$ cat src/rtl/ysyx_23060201_mem_arbiter_pkg.sv
// ysyx_23060201_mem_arbiter_pkg: state encodings and owner ids shared by the data-memory arbiter.
package ysyx_23060201_mem_arbiter_pkg;

    typedef enum logic [1:0] {
        YSYX_23060201_IDLE = 2'd0,
        YSYX_23060201_REQ  = 2'd1,
        YSYX_23060201_RESP = 2'd2
    } ysyx_23060201_state_t;

    localparam logic YSYX_23060201_OWNER_IFU = 1'b0;
    localparam logic YSYX_23060201_OWNER_LSU = 1'b1;

endpackage

$ cat src/rtl/ysyx_23060201_timeout_cnt.sv
// ysyx_23060201_timeout_cnt: per-transaction watchdog, hit flags the last cycle before a forced error.
module ysyx_23060201_timeout_cnt #(
    parameter int TIMEOUT = 256
) (
    input  logic clk,
    input  logic rst_n,
    input  logic clear,
    input  logic enable,
    output logic hit
);

    localparam int W = $clog2(TIMEOUT + 1);

    logic [W-1:0] cnt;

    // The accept cycle itself counts, so the error pulse lands TIMEOUT cycles after accept.
    always_ff @(posedge clk or negedge rst_n) begin
        if (!rst_n) cnt <= '0;
        else if (clear) cnt <= W'(1);
        else if (enable) cnt <= cnt + W'(1);
    end

    assign hit = cnt == W'(TIMEOUT - 1);

endmodule

$ cat src/rtl/ysyx_23060201_mem_arbiter.sv
// ysyx_23060201_mem_arbiter: round-robin share of one data-memory port between IFU and LSU.
module ysyx_23060201_mem_arbiter
    import ysyx_23060201_mem_arbiter_pkg::*;
#(
    parameter int MEM_ADDR_WIDTH = 32,
    parameter int DATA_WIDTH     = 32,
    parameter int TIMEOUT        = 256
) (
    input  logic                      clk,
    input  logic                      rst_n,
    input  logic                      ifu_req_valid,
    output logic                      ifu_req_ready,
    input  logic [MEM_ADDR_WIDTH-1:0] ifu_req_addr,
    output logic                      ifu_resp_valid,
    output logic [DATA_WIDTH-1:0]     ifu_resp_data,
    output logic                      ifu_resp_err,
    input  logic                      lsu_req_valid,
    output logic                      lsu_req_ready,
    input  logic                      lsu_req_wen,
    input  logic [MEM_ADDR_WIDTH-1:0] lsu_req_addr,
    input  logic [DATA_WIDTH-1:0]     lsu_req_wdata,
    input  logic [7:0]                lsu_req_wmask,
    output logic                      lsu_resp_valid,
    output logic [DATA_WIDTH-1:0]     lsu_resp_rdata,
    output logic                      lsu_resp_err,
    output logic                      mem_req_valid,
    input  logic                      mem_req_ready,
    output logic                      mem_req_wen,
    output logic [MEM_ADDR_WIDTH-1:0] mem_req_addr,
    output logic [DATA_WIDTH-1:0]     mem_req_wdata,
    output logic [7:0]                mem_req_wmask,
    input  logic                      mem_resp_valid,
    input  logic [DATA_WIDTH-1:0]     mem_resp_rdata,
    input  logic                      mem_resp_err
);

    ysyx_23060201_state_t state, state_n;

    logic last_grant, owner;
    logic grant_ifu, grant_lsu, accept;
    logic done, resp_ok, done_err, cnt_en, timeout_hit;

    // Readies are gated by rst_n so that every output is low while reset is held.
    assign grant_ifu = rst_n && state == YSYX_23060201_IDLE && ifu_req_valid &&
                       (!lsu_req_valid || last_grant == YSYX_23060201_OWNER_LSU);
    assign grant_lsu = rst_n && state == YSYX_23060201_IDLE && lsu_req_valid && !grant_ifu;
    assign accept    = grant_ifu || grant_lsu;

    assign ifu_req_ready = grant_ifu;
    assign lsu_req_ready = grant_lsu;

    assign resp_ok  = state == YSYX_23060201_RESP && mem_resp_valid;
    assign done_err = resp_ok ? mem_resp_err : 1'b1;

    ysyx_23060201_timeout_cnt #(
        .TIMEOUT(TIMEOUT)
    ) u_wdog (
        .clk   (clk),
        .rst_n (rst_n),
        .clear (accept),
        .enable(cnt_en),
        .hit   (timeout_hit)
    );

    always_ff @(posedge clk or negedge rst_n) begin
        if (!rst_n) state <= YSYX_23060201_IDLE;
        else state <= state_n;
    end

    // A real response in the same cycle as the watchdog hit takes priority.
    always_comb begin
        state_n       = state;
        mem_req_valid = 1'b0;
        done          = 1'b0;
        cnt_en        = 1'b0;
        case (state)
            YSYX_23060201_IDLE: state_n = accept ? YSYX_23060201_REQ : YSYX_23060201_IDLE;
            YSYX_23060201_REQ: begin
                mem_req_valid = 1'b1;
                cnt_en        = 1'b1;
                done          = timeout_hit;
                state_n       = timeout_hit   ? YSYX_23060201_IDLE :
                                mem_req_ready ? YSYX_23060201_RESP : YSYX_23060201_REQ;
            end
            YSYX_23060201_RESP: begin
                cnt_en  = 1'b1;
                done    = mem_resp_valid || timeout_hit;
                state_n = done ? YSYX_23060201_IDLE : YSYX_23060201_RESP;
            end
            default: state_n = YSYX_23060201_IDLE;
        endcase
    end

    always_ff @(posedge clk or negedge rst_n) begin
        if (!rst_n) begin
            last_grant    <= YSYX_23060201_OWNER_LSU;
            owner         <= YSYX_23060201_OWNER_IFU;
            mem_req_wen   <= 1'b0;
            mem_req_addr  <= '0;
            mem_req_wdata <= '0;
            mem_req_wmask <= '0;
        end else if (accept) begin
            last_grant    <= grant_lsu;
            owner         <= grant_lsu;
            mem_req_wen   <= grant_lsu && lsu_req_wen;
            mem_req_addr  <= grant_lsu ? lsu_req_addr : ifu_req_addr;
            mem_req_wdata <= grant_lsu ? lsu_req_wdata : '0;
            mem_req_wmask <= grant_lsu ? lsu_req_wmask : 8'h0f;
        end
    end

    always_ff @(posedge clk or negedge rst_n) begin
        if (!rst_n) begin
            ifu_resp_valid <= 1'b0;
            ifu_resp_data  <= '0;
            ifu_resp_err   <= 1'b0;
            lsu_resp_valid <= 1'b0;
            lsu_resp_rdata <= '0;
            lsu_resp_err   <= 1'b0;
        end else begin
            ifu_resp_valid <= done && owner == YSYX_23060201_OWNER_IFU;
            ifu_resp_data  <= (done && owner == YSYX_23060201_OWNER_IFU && resp_ok) ? mem_resp_rdata : '0;
            ifu_resp_err   <= done && owner == YSYX_23060201_OWNER_IFU && done_err;
            lsu_resp_valid <= done && owner == YSYX_23060201_OWNER_LSU;
            lsu_resp_rdata <= (done && owner == YSYX_23060201_OWNER_LSU && resp_ok && !mem_req_wen) ?
                              mem_resp_rdata : '0;
            lsu_resp_err   <= done && owner == YSYX_23060201_OWNER_LSU && done_err;
        end
    end

endmodule

$ cat config.mk
export PLATFORM = sky130hd
export DESIGN_NAME = ysyx_23060201_mem_arbiter
export DESIGN_NICKNAME = d
export VERILOG_FILES = /design/src/rtl/ysyx_23060201_mem_arbiter_pkg.sv /design/src/rtl/ysyx_23060201_timeout_cnt.sv /design/src/rtl/ysyx_23060201_mem_arbiter.sv
export SDC_FILE = /design/constraint.sdc
export NUM_CORES = 1
export LEC_CHECK = 0
export BUFFER_PORTS_ARGS = -buffer_cell sky130_fd_sc_hd__buf_2
export CAP_MARGIN = 10
export CORE_MARGIN = 5
export CORE_UTILIZATION = 45
export CTS_CLUSTER_DIAMETER = 200
export CTS_CLUSTER_SIZE = 24
export DETAILED_ROUTE_END_ITERATION = 6
export PLACE_DENSITY = 0.79
export RECOVER_POWER = 25
export SYNTH_ARGS = -nofsm -noshare
export SYNTH_HDL_FRONTEND = slang
export SYNTH_SLANG_ARGS = --single-unit
$ cat constraint.sdc
create_clock -name clk -period 1.95 [get_ports clk]
set_input_delay 0.2925 -clock clk [delete_from_list [all_inputs] [get_ports clk]]
set_output_delay 0.2925 -clock clk [all_outputs]
set_load 0.01 [all_outputs]
==> impl_summary.md <==
Synthesis
Synthesis instantiated 32 different standard cells from the library. The number of nets handed over by synthesis was 643. The most used flip-flop cell after synthesis is sky130_fd_sc_hd__dfrtp_1. The mean instance size in the synthesized netlist is 12.3 sq um. The Yosys step of the flow raised 0 warnings. The synthesized flop and latch total is 154.

The fraction of registers with async set/reset is 100%. The cell area that synthesis handed to floorplanning was 6050 sq um. The sequential share of the synthesized area is 63.8%. The number of flops mapped to enable cells by yosys is 0. Counting every instance in the synthesized netlist gives 493.

Layout
The antenna cell count is 0. After filler insertion, the fill cell instance count of the layout stands at 1070. The ratio of cells with drive above 1 in the final layout is 40.6%. The utilization after layout is 62.9%. The top cell types in the final layout, fill and taps aside, are sky130_fd_sc_hd__buf_2, sky130_fd_sc_hd__dfrtp_1, sky130_fd_sc_hd__and2_1. At the end of the flow, the number of nets in the layout was 932.

Relative to the synthesized area, the layout overhead comes to 37.1%. Leaving out fill and tap cells, the most frequent cell in the layout is sky130_fd_sc_hd__buf_2.

Floorplan
After floorplanning, the core was divided into 42 placement rows. The placeable core region is 13200 sq um. The horizontal die dimension is 126 microns. The vertical extent of the die is 126 microns.

The area of the die is 15900 sq um. Once the floorplan was initialized, standard cells occupied 45.8% of the core. Pin placement for this block handled 288 I/O pins.

GRT
In this run the most used layer during global routing was met2. Global routing used 5.04% of the available met3 tracks. Entering global routing, the biggest net connects 57 pins. The met2 demand-to-capacity share in global routing is 40.1%. The via count of the first global-routing pass came to 5279. The global-route wire length before repair is 27.8 mm. The total congestion overflow is 0. Across every metal layer, demand over resource in global routing totals 22.1%. The met1 global-route usage is 25.5%. The number of antenna violations at the first check in global routing was 0.

Clocking
The TritonCTS clock tree is yes. After clock tree synthesis, the clock-pin slew on the worst setup and hold paths is 70 ps. The TritonCTS sink count is 154. The insertion delay of the later-clocked pin in the worst-skew pair is 420 ps. The H-tree level count is 4. The number of clock buffers added by TritonCTS is 17. The maximum clock path buffer count is 2.

CTS placed an instance of sky130_fd_sc_hd__clkbuf_16 at the clock tree root.

Worst hold path
The number of cells on the worst hold path is 2. The start point of the worst hold path is lsu_req_wmask[3]. The worst hold endpoint is mem_req_wmask[3].

In this run the worst hold path is classified as in -> reg.

Placement
Detailed placement finished with a half-perimeter wire length of 12.9 mm. Timing analysis after detailed placement gives a worst setup slack of 200 ps. The final weighted congestion in routability-driven placement is 0.824. The number of buffers inserted by port buffering is 287.

STA
For the finished layout, the period the worst path requires is 1890 ps. For the pin with the worst max-slew slack, the measured transition is 1200 ps. The remaining max-slew budget at the tightest pin is 20.3%.

On the final layout, the worst clock skew is 12.2 ps. The post-route worst setup slack is 62.5 ps. The number of setup violations in the final report is 0.

The final number of hold-violating endpoints is 0. After layout, the worst path uses 96.8% of the clock period. Static timing analysis puts the maximum clock frequency at 530 MHz.

Setup repair after global routing could not meet its margin everywhere. The final number of max-transition violations is 0.

Critical path
The worst register-to-register path ends at mem_req_wmask[2]. The maximum net fanout on the critical path is 4. STA classifies the critical path startpoint as a flip-flop. STA classifies the critical path endpoint as a primary output. At the worst endpoint, the required time is 1660 ps. The launch point of the worst reg-to-reg path is state[0]. Setup slack on the worst reg-to-reg path comes out at 160 ps. The worst setup path is of the reg -> out kind. The number of cell instances on the worst register-to-register path is 7. The data arrival time of the worst path is 1600 ps.

Detailed routing
The total via count after detailed routing is 4937. The total wire length after detailed routing is 17.5 mm. The post-detailed-route via-to-cell ratio is 5.08.

In this run the remaining antenna-violating nets after routing total 0. The first detailed-routing pass took 5 iterations. The DRC violation total after the first TritonRoute iteration is 225.

The number of design rule violations left after detail routing is 0. After detailed routing, the average wire length per cell comes to 18.0 microns.

Power and ir drop
The power per cell area is 1410 nW/um^2. Summed over all cells, the static leakage comes to 4.43 nW. Summing internal, switching and leakage power gives 11.7 mW. The worst IR drop on VDD is 0.764 mV.

Status
The run finished with clean final reports.

Run
The number of max-cap violations is 0.
through the flow:
| stage | setup TNS [ps] | area (sq um) | instances | hold slack, ps |
|---|---|---|---|---|
| floorplan | 0 | 6050 | 493 | -3.09 |
| detailed placement | 0 | 7680 | 934 | 414 |
| global placement | 0 | 7680 | 934 | 408 |
| global route | -27.6 | 8290 | 971 | 73.9 |
| CTS | 0 | 8290 | 967 | 62.8 |
| finish | 0 | 8290 | 971 | 83.9 |
area by class of cell:
| cell class | count | area, sq um | area share [%] |
|---|---|---|---|
| clock buffers | 17 | 425 | 5.13 |
| flip-flops and latches | 154 | 3850 | 46.5 |
| inverters | 39 | 149 | 1.80 |
| multi-input cells | 266 | 1890 | 22.8 |
| repair buffers | 304 | 1590 | 19.2 |
| clock inverters | 15 | 165 | 1.99 |
| well taps | 176 | 220 | 2.66 |
power breakdown:
part | switching (mW) | total, mW | leakage (nW) | internal (mW)
combinational | 2.12 | 3.81 | 2.12 | 1.70
sequential | 0.531 | 4.62 | 2.02 | 4.09
clock | 1.35 | 3.26 | 0.288 | 1.91
routing by layer:
layer | part of all wire (%) | vias up | routed length [microns]
met2 | 55 | 184 | 9710
li1 | - | 2272 | -
met3 | 5.4 | 29 | 947
met5 | 0 | - | 0
met4 | 2.1 | 0 | 362
met1 | 37 | 2452 | 6480
Yosys cell counts, types with 4 or more instances:
cell | number | share of area [%]
sky130_fd_sc_hd__clkbuf_1 | 19 | 1.2
sky130_fd_sc_hd__nand3_1 | 5 | 0.41
sky130_fd_sc_hd__o211ai_1 | 47 | 5.8
sky130_fd_sc_hd__and2_1 | 67 | 6.9
sky130_fd_sc_hd__buf_6 | 7 | 1.3
sky130_fd_sc_hd__o21ai_0 | 4 | 0.33
sky130_fd_sc_hd__inv_1 | 38 | 2.4
sky130_fd_sc_hd__nor2_1 | 10 | 0.62
sky130_fd_sc_hd__dfrtp_1 | 153 | 63
sky130_fd_sc_hd__a21oi_1 | 6 | 0.50
sky130_fd_sc_hd__nand2_1 | 38 | 2.4
sky130_fd_sc_hd__o211ai_2 | 18 | 3.7
sky130_fd_sc_hd__a22o_1 | 37 | 5.4
sky130_fd_sc_hd__buf_2 | 5 | 0.41
sky130_fd_sc_hd__ha_1 | 6 | 1.2
sky130_fd_sc_hd__o22a_1 | 4 | 0.58
worst max-delay path, cell delays in order, from the launching register on:
cell,delay (ps)
sky130_fd_sc_hd__dfrtp_1,410
sky130_fd_sc_hd__inv_2,100
sky130_fd_sc_hd__ha_4,170
sky130_fd_sc_hd__nand3_4,70
sky130_fd_sc_hd__or2_4,270
sky130_fd_sc_hd__inv_4,80
sky130_fd_sc_hd__buf_6,100
flip-flops by register name, indices dropped and copies added (netlist names):
| register | count |
|---|---|
| ifu_resp_data | 32 |
| lsu_resp_valid | 1 |
| ifu_resp_valid | 1 |
| lsu_resp_rdata | 32 |
| owner | 1 |
| mem_req_wdata | 32 |
| ifu_resp_err | 1 |
| lsu_resp_err | 1 |
| mem_req_wen | 1 |
| last_grant | 1 |
| state | 2 |
| u_wdog.cnt | 9 |
| mem_req_wmask | 8 |
| mem_req_addr | 32 |
cells by family after synthesis:
group | Yosys count | share of synthesized area (%)
xor gates and xnor gates | 4 | 0.580
AOI/OAI and AO/OA | 122 | 17.0
and+or+nand+nor | 132 | 11.6
muxes | 2 | 0.331
DFF | 154 | 63.8
adders and majority gates | 6 | 1.24
buffers and inverters | 73 | 5.50
worst max path at each step:
stage | cells past startpoint | slack (ps) | to | from
after floorplan | 7 | 340 | lsu_resp_rdata[10] | state[0]
after global placement | 6 | 300 | mem_req_wmask[3] | state[0]
after detailed placement | 6 | 200 | mem_req_wmask[2] | state[0]
after CTS | 6 | 10 | lsu_req_ready | state[1]
after global routing | 6 | -10 | lsu_req_ready | state[0]
final | 6 | 60 | lsu_req_ready | state[0]
what timing repair did:
item                       in CTS  in global routing
setup endpoints to repair       1                  1
hold endpoints to repair       43                  0
buffers inserted                0                  4
resized for setup               4                  4
pin swaps                       1                  2
gates cloned                    0                  0
hold buffers                    1                  0
Note: power is estimated with default switching activity, not from simulation.
